$ cat config.mk
export PLATFORM = sky130hd
export DESIGN_NAME = notch_coeff_ctrl
export DESIGN_NICKNAME = d
export VERILOG_FILES = /design/src/rtl/notch_coeff_ctrl.sv
export SDC_FILE = /design/constraint.sdc
export NUM_CORES = 1
export LEC_CHECK = 0
export CAP_MARGIN = 30
export CORE_AREA = 2 2 204 206
export DETAILED_ROUTE_END_ITERATION = 10
export DIE_AREA = 0 0 206 208
export HOLD_SLACK_MARGIN = 0.03
export PLACE_DENSITY_LB_ADDON = 0.3
export SYNTH_ARGS = -nofsm -noshare
export SYNTH_HDL_FRONTEND = slang
export SYNTH_SLANG_ARGS = --single-unit
$ cat constraint.sdc
create_clock -name clk_i -period 3.85 [get_ports clk_i]
set_clock_uncertainty 0.2 [all_clocks]
set_input_delay 0.5775 -clock clk_i [delete_from_list [all_inputs] [get_ports clk_i]]
set_output_delay 0.5775 -clock clk_i [all_outputs]
set_load 0.005 [all_outputs]
$ cat src/rtl/notch_coeff_ctrl.sv
// Coefficient controller for the half-band notch filter.
// Holds a host-writable shadow bank of 14 taps and sequences a glitch-free
// copy into the active bank, blanking the filter output while coefficients settle.
module notch_coeff_ctrl #(
    parameter int unsigned SETTLE_CYCLES = 24
) (
    input  logic         clk_i,
    input  logic         rstn_i,
    input  logic         wr_i,
    input  logic [3:0]   addr_i,
    input  logic [17:0]  wdata_i,
    output logic [17:0]  rdata_o,
    input  logic         update_i,
    output logic         busy_o,
    output logic         done_o,
    output logic [251:0] coeff_o,
    output logic         coeff_ce_o,
    output logic         blank_o
);

    localparam int unsigned COEFF_W  = 18;
    localparam int unsigned NUM_TAPS = 14;
    localparam int unsigned CHAIN_N  = 7;
    localparam int unsigned CNT_W    = 8;
    localparam int unsigned IDX_W    = 4;

    localparam logic [CNT_W-1:0] CNT_LOAD = CNT_W'(SETTLE_CYCLES - 1);

    // Power-on bank: positive chain taps 0-6 followed by negative chain taps 0-6
    localparam logic [COEFF_W-1:0] RESET_BANK [NUM_TAPS] = '{
        18'(151),  18'(340),  18'(551),  18'(761),  18'(947),  18'(1086),  18'(1160),
        18'(-70),  18'(-241), 18'(-444), 18'(-657), 18'(-858), 18'(-1023), 18'(-1133)
    };

    typedef enum logic [1:0] {
        IDLE   = 2'd0,
        LOAD   = 2'd1,
        SETTLE = 2'd2
    } state_t;

    state_t             state_q, state_d;
    logic [CNT_W-1:0]   cnt_q, cnt_d;
    logic               pend_q, pend_d;
    logic               load_c;
    logic               done_d;

    logic [COEFF_W-1:0] shadow_q [NUM_TAPS];
    logic [COEFF_W-1:0] shadow_d [NUM_TAPS];
    logic [COEFF_W-1:0] rdata_d;
    logic               hit_c;
    logic [IDX_W-1:0]   idx_c;

    // Address decode: tap 7 of either chain is unmapped
    always_comb begin
        hit_c = (addr_i[2:0] != 3'd7);
        idx_c = addr_i[3] ? (IDX_W'(addr_i[2:0]) + IDX_W'(CHAIN_N)) : IDX_W'(addr_i[2:0]);
    end

    // Shadow bank with this cycle's write applied (also the forwarded copy source)
    always_comb begin
        for (int k = 0; k < NUM_TAPS; k++) begin
            shadow_d[k] = (wr_i && hit_c && (idx_c == IDX_W'(k))) ? wdata_i : shadow_q[k];
        end
    end

    // Readback mux on the pre-write shadow contents
    always_comb begin
        rdata_d = '0;
        for (int k = 0; k < NUM_TAPS; k++) begin
            if (hit_c && (idx_c == IDX_W'(k))) begin
                rdata_d = shadow_q[k];
            end
        end
    end

    // Next-state logic: one LOAD cycle, then SETTLE_CYCLES of settling
    always_comb begin
        state_d = state_q;
        cnt_d   = cnt_q;
        pend_d  = pend_q;
        load_c  = 1'b0;
        done_d  = 1'b0;
        case (state_q)
            IDLE: begin
                if (update_i) begin
                    state_d = LOAD;
                    load_c  = 1'b1;
                    pend_d  = 1'b0;
                end
            end
            LOAD: begin
                state_d = SETTLE;
                if (update_i) begin
                    pend_d = 1'b1;
                end
            end
            SETTLE: begin
                if (cnt_q == '0) begin
                    done_d = 1'b1;
                    if (pend_q || update_i) begin
                        // A queued request is consumed; a new one in this cycle re-queues
                        state_d = LOAD;
                        load_c  = 1'b1;
                        pend_d  = pend_q && update_i;
                    end else begin
                        state_d = IDLE;
                        pend_d  = 1'b0;
                    end
                end else begin
                    cnt_d = cnt_q - CNT_W'(1);
                    if (update_i) begin
                        pend_d = 1'b1;
                    end
                end
            end
            default: begin
                state_d = IDLE;
                pend_d  = 1'b0;
            end
        endcase
        if (load_c) begin
            cnt_d = CNT_LOAD;
        end
    end

    // FSM state, settle counter and request queue
    always_ff @(posedge clk_i) begin
        if (!rstn_i) begin
            state_q <= SETTLE;
            cnt_q   <= CNT_LOAD;
            pend_q  <= 1'b0;
        end else begin
            state_q <= state_d;
            cnt_q   <= cnt_d;
            pend_q  <= pend_d;
        end
    end

    // Shadow bank storage and registered readback
    always_ff @(posedge clk_i) begin
        if (!rstn_i) begin
            for (int k = 0; k < NUM_TAPS; k++) begin
                shadow_q[k] <= RESET_BANK[k];
            end
            rdata_o <= '0;
        end else begin
            for (int k = 0; k < NUM_TAPS; k++) begin
                shadow_q[k] <= shadow_d[k];
            end
            rdata_o <= rdata_d;
        end
    end

    // Active bank changes only on the edge entering LOAD
    always_ff @(posedge clk_i) begin
        if (!rstn_i) begin
            for (int k = 0; k < NUM_TAPS; k++) begin
                coeff_o[COEFF_W*k +: COEFF_W] <= RESET_BANK[k];
            end
        end else if (load_c) begin
            for (int k = 0; k < NUM_TAPS; k++) begin
                coeff_o[COEFF_W*k +: COEFF_W] <= shadow_d[k];
            end
        end
    end

    // Registered status outputs aligned with the state they describe
    always_ff @(posedge clk_i) begin
        if (!rstn_i) begin
            blank_o    <= 1'b1;
            busy_o     <= 1'b1;
            coeff_ce_o <= 1'b0;
            done_o     <= 1'b0;
        end else begin
            blank_o    <= (state_d != IDLE);
            busy_o     <= (state_d != IDLE);
            coeff_ce_o <= load_c;
            done_o     <= done_d;
        end
    end

endmodule

# ---- Word-level counts from Yosys, hierarchy flattened
# Memories as Yosys holds them, arrays and structs flattened.
# Index checks and enable logic that the tools add are counted.
dict set report totals {
  ramBits 252
  register_bits 284
  wordCells 141
  out_inout_bits 274
  memories 1
  in_bits 26
}
dict set report classes {
  n_addsub 2
  eq_ne 17
  mux 59
  reduce_logical 38
  n_bitwise 16
}
# memory words width read_ports rd_ports_with_merged_regs wr line
set mem_list {}
lappend mem_list {shadow_q 14 18 14 0 14 47} ;# logic [COEFF_W-1:0] shadow_q [NUM_TAPS];
# op n
set ops {}
lappend ops {{$mux 18} 42}
lappend ops {{$logic_and 1x1->1} 30}
lappend ops {{$eq 4x4->1 const B} 6}
lappend ops {{$eq 4x3->1 const B} 4}
lappend ops {{$or 1x1->1} 14}
lappend ops {{$mux 1} 11}
lappend ops {{$eq 4x2->1 const B} 2}
lappend ops {{$logic_not 8->1} 1}
lappend ops {{$sub 8x1->8 const B} 1}
lappend ops {{$pmux 2 s3} 1}
lappend ops {{$add 3x3->4 const B} 1}
lappend ops {{$eq 4x1->1 const B} 1}
lappend ops {{$logic_not 4->1} 1}
lappend ops {{$mux 2} 2}
lappend ops {{$mux 4} 1}
lappend ops {{$reduce_and 2->1} 2}
lappend ops {{$ne 3x3->1 const B} 1}
lappend ops {{$pmux 1 s3} 1}
lappend ops {{$eq 2x1->1 const B} 1}
lappend ops {{$eq 2x2->1 const B} 1}
lappend ops {{$logic_not 2->1} 1}
lappend ops {{$ne 2x2->1 const B} 1}
lappend ops {{$not 1->1} 2}
lappend ops {{$pmux 1 s2} 1}
lappend ops {{3 further kinds} 3}

# ---- Longest topological paths before layout
dict set report depth {
  word_depth 18
  depth_mapped 12
  ltp_nobuf 8
}

# ---- Worst setup path after synthesis
# OpenSTA, ideal clock, no wires.
dict set report synth_path {
  path_kind {input to register}
  from {in addr_i[1]}
  to {reg rdata_o[15]}
  required_ns 3.517
  t_arrival_ns 2.719
  setup_time_ns 0.133
  n_path_buf 3
  stages 11
  setup_slack_ns 0.797
  path_cell_list {buf_2 > inv_1 > ha_1 > clkbuf_1 > and3b_1 > clkbuf_1 > o21ai_0 > o21ai_0 > a22oi_1 > a2111oi_0 > o32ai_1}
}
dict set report synth_via {
  elab_chain_len 18
  word_cells_on_any_way 45
  cone_classes {add/sub: 1; eq/ne: 14; mux: 15; reduce/logical: 15}
}
# element line
set synth_lines {}
lappend synth_lines {{start, declared} 10} ;# input logic [3:0] addr_i,
lappend synth_lines {{$add 3x3->4} 56} ;# idx_c = addr_i[3] ? (IDX_W'(addr_i[2:0]) + IDX_W'(CHAIN_N)) : IDX_W'(addr_i[2:0]);
lappend synth_lines {{$mux 4} 56}
lappend synth_lines {{$logic_not 4->1} 70} ;# if (hit_c && (idx_c == IDX_W'(k))) begin
lappend synth_lines {{$logic_and 1x1->1} 70}
lappend synth_lines {{$mux 18 (13 in a row)} 70}
lappend synth_lines {{$mux 18 (*)} 70}
lappend synth_lines {{end signal, assigned} 150} ;# rdata_o <= rdata_d;
lappend synth_lines {{end, declared} 12} ;# output logic [17:0] rdata_o,
# Mark *: on every way between the ends. The rest lies on a longest branch, timed or not.
# A chain may end at the register's enable or synchronous reset.

# ---- Final worst setup path
# Ends and elaborated chain as after synthesis.

==> results.sh <==
export IMPL_outcome="completed"
export IMPL_hold_viol=0
export IMPL_synth_most_common_cell="dfxtp_1"
export IMPL_grtUsageTotal_pct=34.0
export IMPL_fin_nets=2441
export IMPL_max_freq_ghz=0.300
export IMPL_min_period_ns=3.33
export IMPL_yosys_warnings=0
export IMPL_cts_buffers=51
export IMPL_wl_um=74600
export IMPL_synthAdderAreaFrac_pct=0.420
export IMPL_drt_iter0_markers=1869
export IMPL_grt_overflow_total=0
export IMPL_antennaDiodeCount=0
export IMPL_yosys_top_cells_count="dfxtp_1, nor2_1, nand2_1"
export IMPL_cp_data_arrival_time_ns=3.59
export IMPL_synth_top_family_by_area="compound AO/OA/AOI/OAI gates"
export IMPL_synth_nets=2191
export IMPL_dieArea_um2=42800
export IMPL_whs_endpoint="shadow_q[1][32]"
export IMPL_dp_hpwl_um=54200
export IMPL_worstHoldStart="rstn_i"
export IMPL_rows=74
export IMPL_port_buffers=299
export IMPL_hold_slack_ns=0.0984
export IMPL_synth_top_area_share_pct=51.5
export IMPL_hold_path_class="in -> reg"
export IMPL_syn_to_final_growth_pct=26.7
export IMPL_grt_pass1_wl_um=109000
export IMPL_crit_fanout=10
export IMPL_die_w_um=206
export IMPL_cts_num_sinks=536
export IMPL_hold_depth=2
export IMPL_ant_nets=0
export IMPL_synthTopCellsByArea="dfxtp_1, mux2i_1, o211ai_1"
export IMPL_fin_crit_sh_pct=86.5
export IMPL_worstSkewPairLatency_ns=0.60
export IMPL_grt_pass1_vias=17200
export IMPL_vdd_drop_max_mv=0.422
export IMPL_synth_edf_count=0
export IMPL_async_reset_ff_share_pct=0
export IMPL_gp_congestion=1.03
export IMPL_report_power_total_w=0.0145
export IMPL_initial_core_util_pct=51.4
export IMPL_io_pins=300
export IMPL_grt_start_max_net_pins=179
export IMPL_antenna_found_initial=1
export IMPL_syn_instance_count=2158
export IMPL_startpoint_type="primary input"
export IMPL_synth_area_um2=20800
export IMPL_setup_tns_ns=0
export IMPL_coreArea_um2=40600
export IMPL_synth_seq_cells=536
export IMPL_htree_levels=2
export IMPL_synth_compound_area_share_pct=19.1
export IMPL_drv_cap=0
export IMPL_drt_pass1_iterations=8
export IMPL_synth_largest_area_cell="dfxtp_1"
export IMPL_cp_end_kind="flip-flop"
export IMPL_reg2reg_depth=7
export IMPL_wl_per_cell_um=25.0
export IMPL_fin_ws_ns=0.519
export IMPL_grt_setup_unrepaired="no"
export IMPL_clock_root_buffer="clkbuf_16"
export IMPL_muxShareOfSynthArea_pct=12.1
export IMPL_final_core_utilization_pct=65.1
export IMPL_synthXorXnorAreaFrac_pct=0.336
export IMPL_post_route_cells_drive_above_1_share_pct=8.74
export IMPL_postCtsSetupRepairBufs=0
export IMPL_syn_avg_cell_area_um2=9.66
export IMPL_worstSetupPathType="in -> reg"
export IMPL_ys_flop_type="dfxtp_1"
export IMPL_synthSimpleGateAreaFrac_pct=11.6
export IMPL_worst_ep_required_time_ns=4.11
export IMPL_vias=17900
export IMPL_regToRegEndpoint="coeff_o[67]"
export IMPL_route_detailed_drc=0
export IMPL_cts_resized=0
export IMPL_power_density_nw_per_um2=550
export IMPL_p_leak_nw=11.0
export IMPL_die_h_um=208
export IMPL_r2r_start="cnt_q[2]"
export IMPL_via_per_inst=6.01
export IMPL_worst_slew_pin_slew_ns=1.16
export IMPL_ys_seq_area_share_pct=51.5
export IMPL_postCtsHoldBufs=0
export IMPL_yosysUniqueCellTypes=59
export IMPL_clkTransAtPathRegs_ns=0.07
export IMPL_place_ws_ns=-0.0158
export IMPL_finalSetupViolations=0
export IMPL_finalMaxSlewViolations=0
export IMPL_tritoncts="yes"
export IMPL_slew_headroom_pct=22.6
export IMPL_clk_path_buf_depth=3
export IMPL_r2r_slack_ns=0.88
==> registers in the layout (all words and copies together), names as in the netlist <==
register	cells
state_q	2
coeff_ce_o	1
cnt_q	8
pend_q	1
blank_o	1
shadow_q	252
coeff_o	252
rdata_o	18
done_o	1
==> routing by layer <==
metal | up-vias | GRT usage (%) | wire length [um]
met5 | - | 0 | 0
met4 | 0 | 18.0 | 4280
met3 | 187 | 4.93 | 4720
met2 | 787 | 56.3 | 35900
met1 | 8679 | 42.6 | 29600
li1 | 8252 | - | -
==> stage by stage <==
stage	instance area [um2]	std cells
2_1_floorplan	20900	2158
3_3_place_gp	24400	2876
3_5_place_dp	24600	2886
4_1_cts	26400	2980
5_1_grt	26400	2981
6_report	26400	2981
==> worst max-delay path by stage <==
| stage | cells after the start | to | slack, ns | startpoint |
|---|---|---|---|---|
| after floorplan | 11 | rdata_o[15] | 0.80 | addr_i[1] |
| after global placement | 10 | rdata_o[15] | -0.08 | addr_i[1] |
| after detailed placement | 10 | rdata_o[15] | -0.02 | addr_i[1] |
| after CTS | 10 | rdata_o[15] | 0.60 | addr_i[1] |
| after global routing | 10 | rdata_o[15] | 0.34 | addr_i[1] |
| final | 10 | rdata_o[15] | 0.52 | addr_i[1] |
==> placed cells by master (no fill, tap or decap), types with 34 or more instances in the layout <==
cell type	netlist	final
a211oi_1	124	124
clkdlybuf4s50_1	0	298
o211ai_1	152	152
clkbuf_16	0	52
buf_4	32	81
mux2i_1	253	253
a21oi_1	38	38
o21ai_0	35	34
nand2_1	274	274
dfxtp_1	536	536
nor2_1	275	275
a22oi_1	37	37
==> cell type report <==
cell class / count / area (um2)
flip-flops and latches: 536 / 10700
repair buffers: 406 / 4090
well taps: 532 / 666
fillers: 3278 / 14100
clock inverters: 19 / 292
clock buffers: 75 / 1490
multi-input cells: 1404 / 9110
inverters: 9 / 38.8
==> critical path, cell delays in order <==
cell             delay [ns]
clkdlybuf4s50_1        0.52
inv_1                  0.10
ha_1                   0.38
and3b_1                0.26
buf_4                  0.19
o21ai_0                0.22
o21ai_0                0.22
a22oi_1                0.11
a2111oi_0              0.80
o32ai_1                0.21
==> cells by family after synthesis <==
kind of cell,count (synthesis)
AO/OA/AOI/OAI,529
adder cells (fa/ha/maj),7
buffers and inverters,218
multiplexers,253
flip-flops,536
AND/OR/NAND/NOR,607
XOR/XNOR,8
==> where the power goes <==
part | switching [W] | total [W] | internal, W | leakage (nW)
sequential | 0.000371 | 0.00646 | 0.00609 | 4.35
combinational | 0.00132 | 0.00275 | 0.00143 | 5.82
clock | 0.00217 | 0.00532 | 0.00315 | 0.874
No activity file was read; power rests on OpenSTA's default activity.
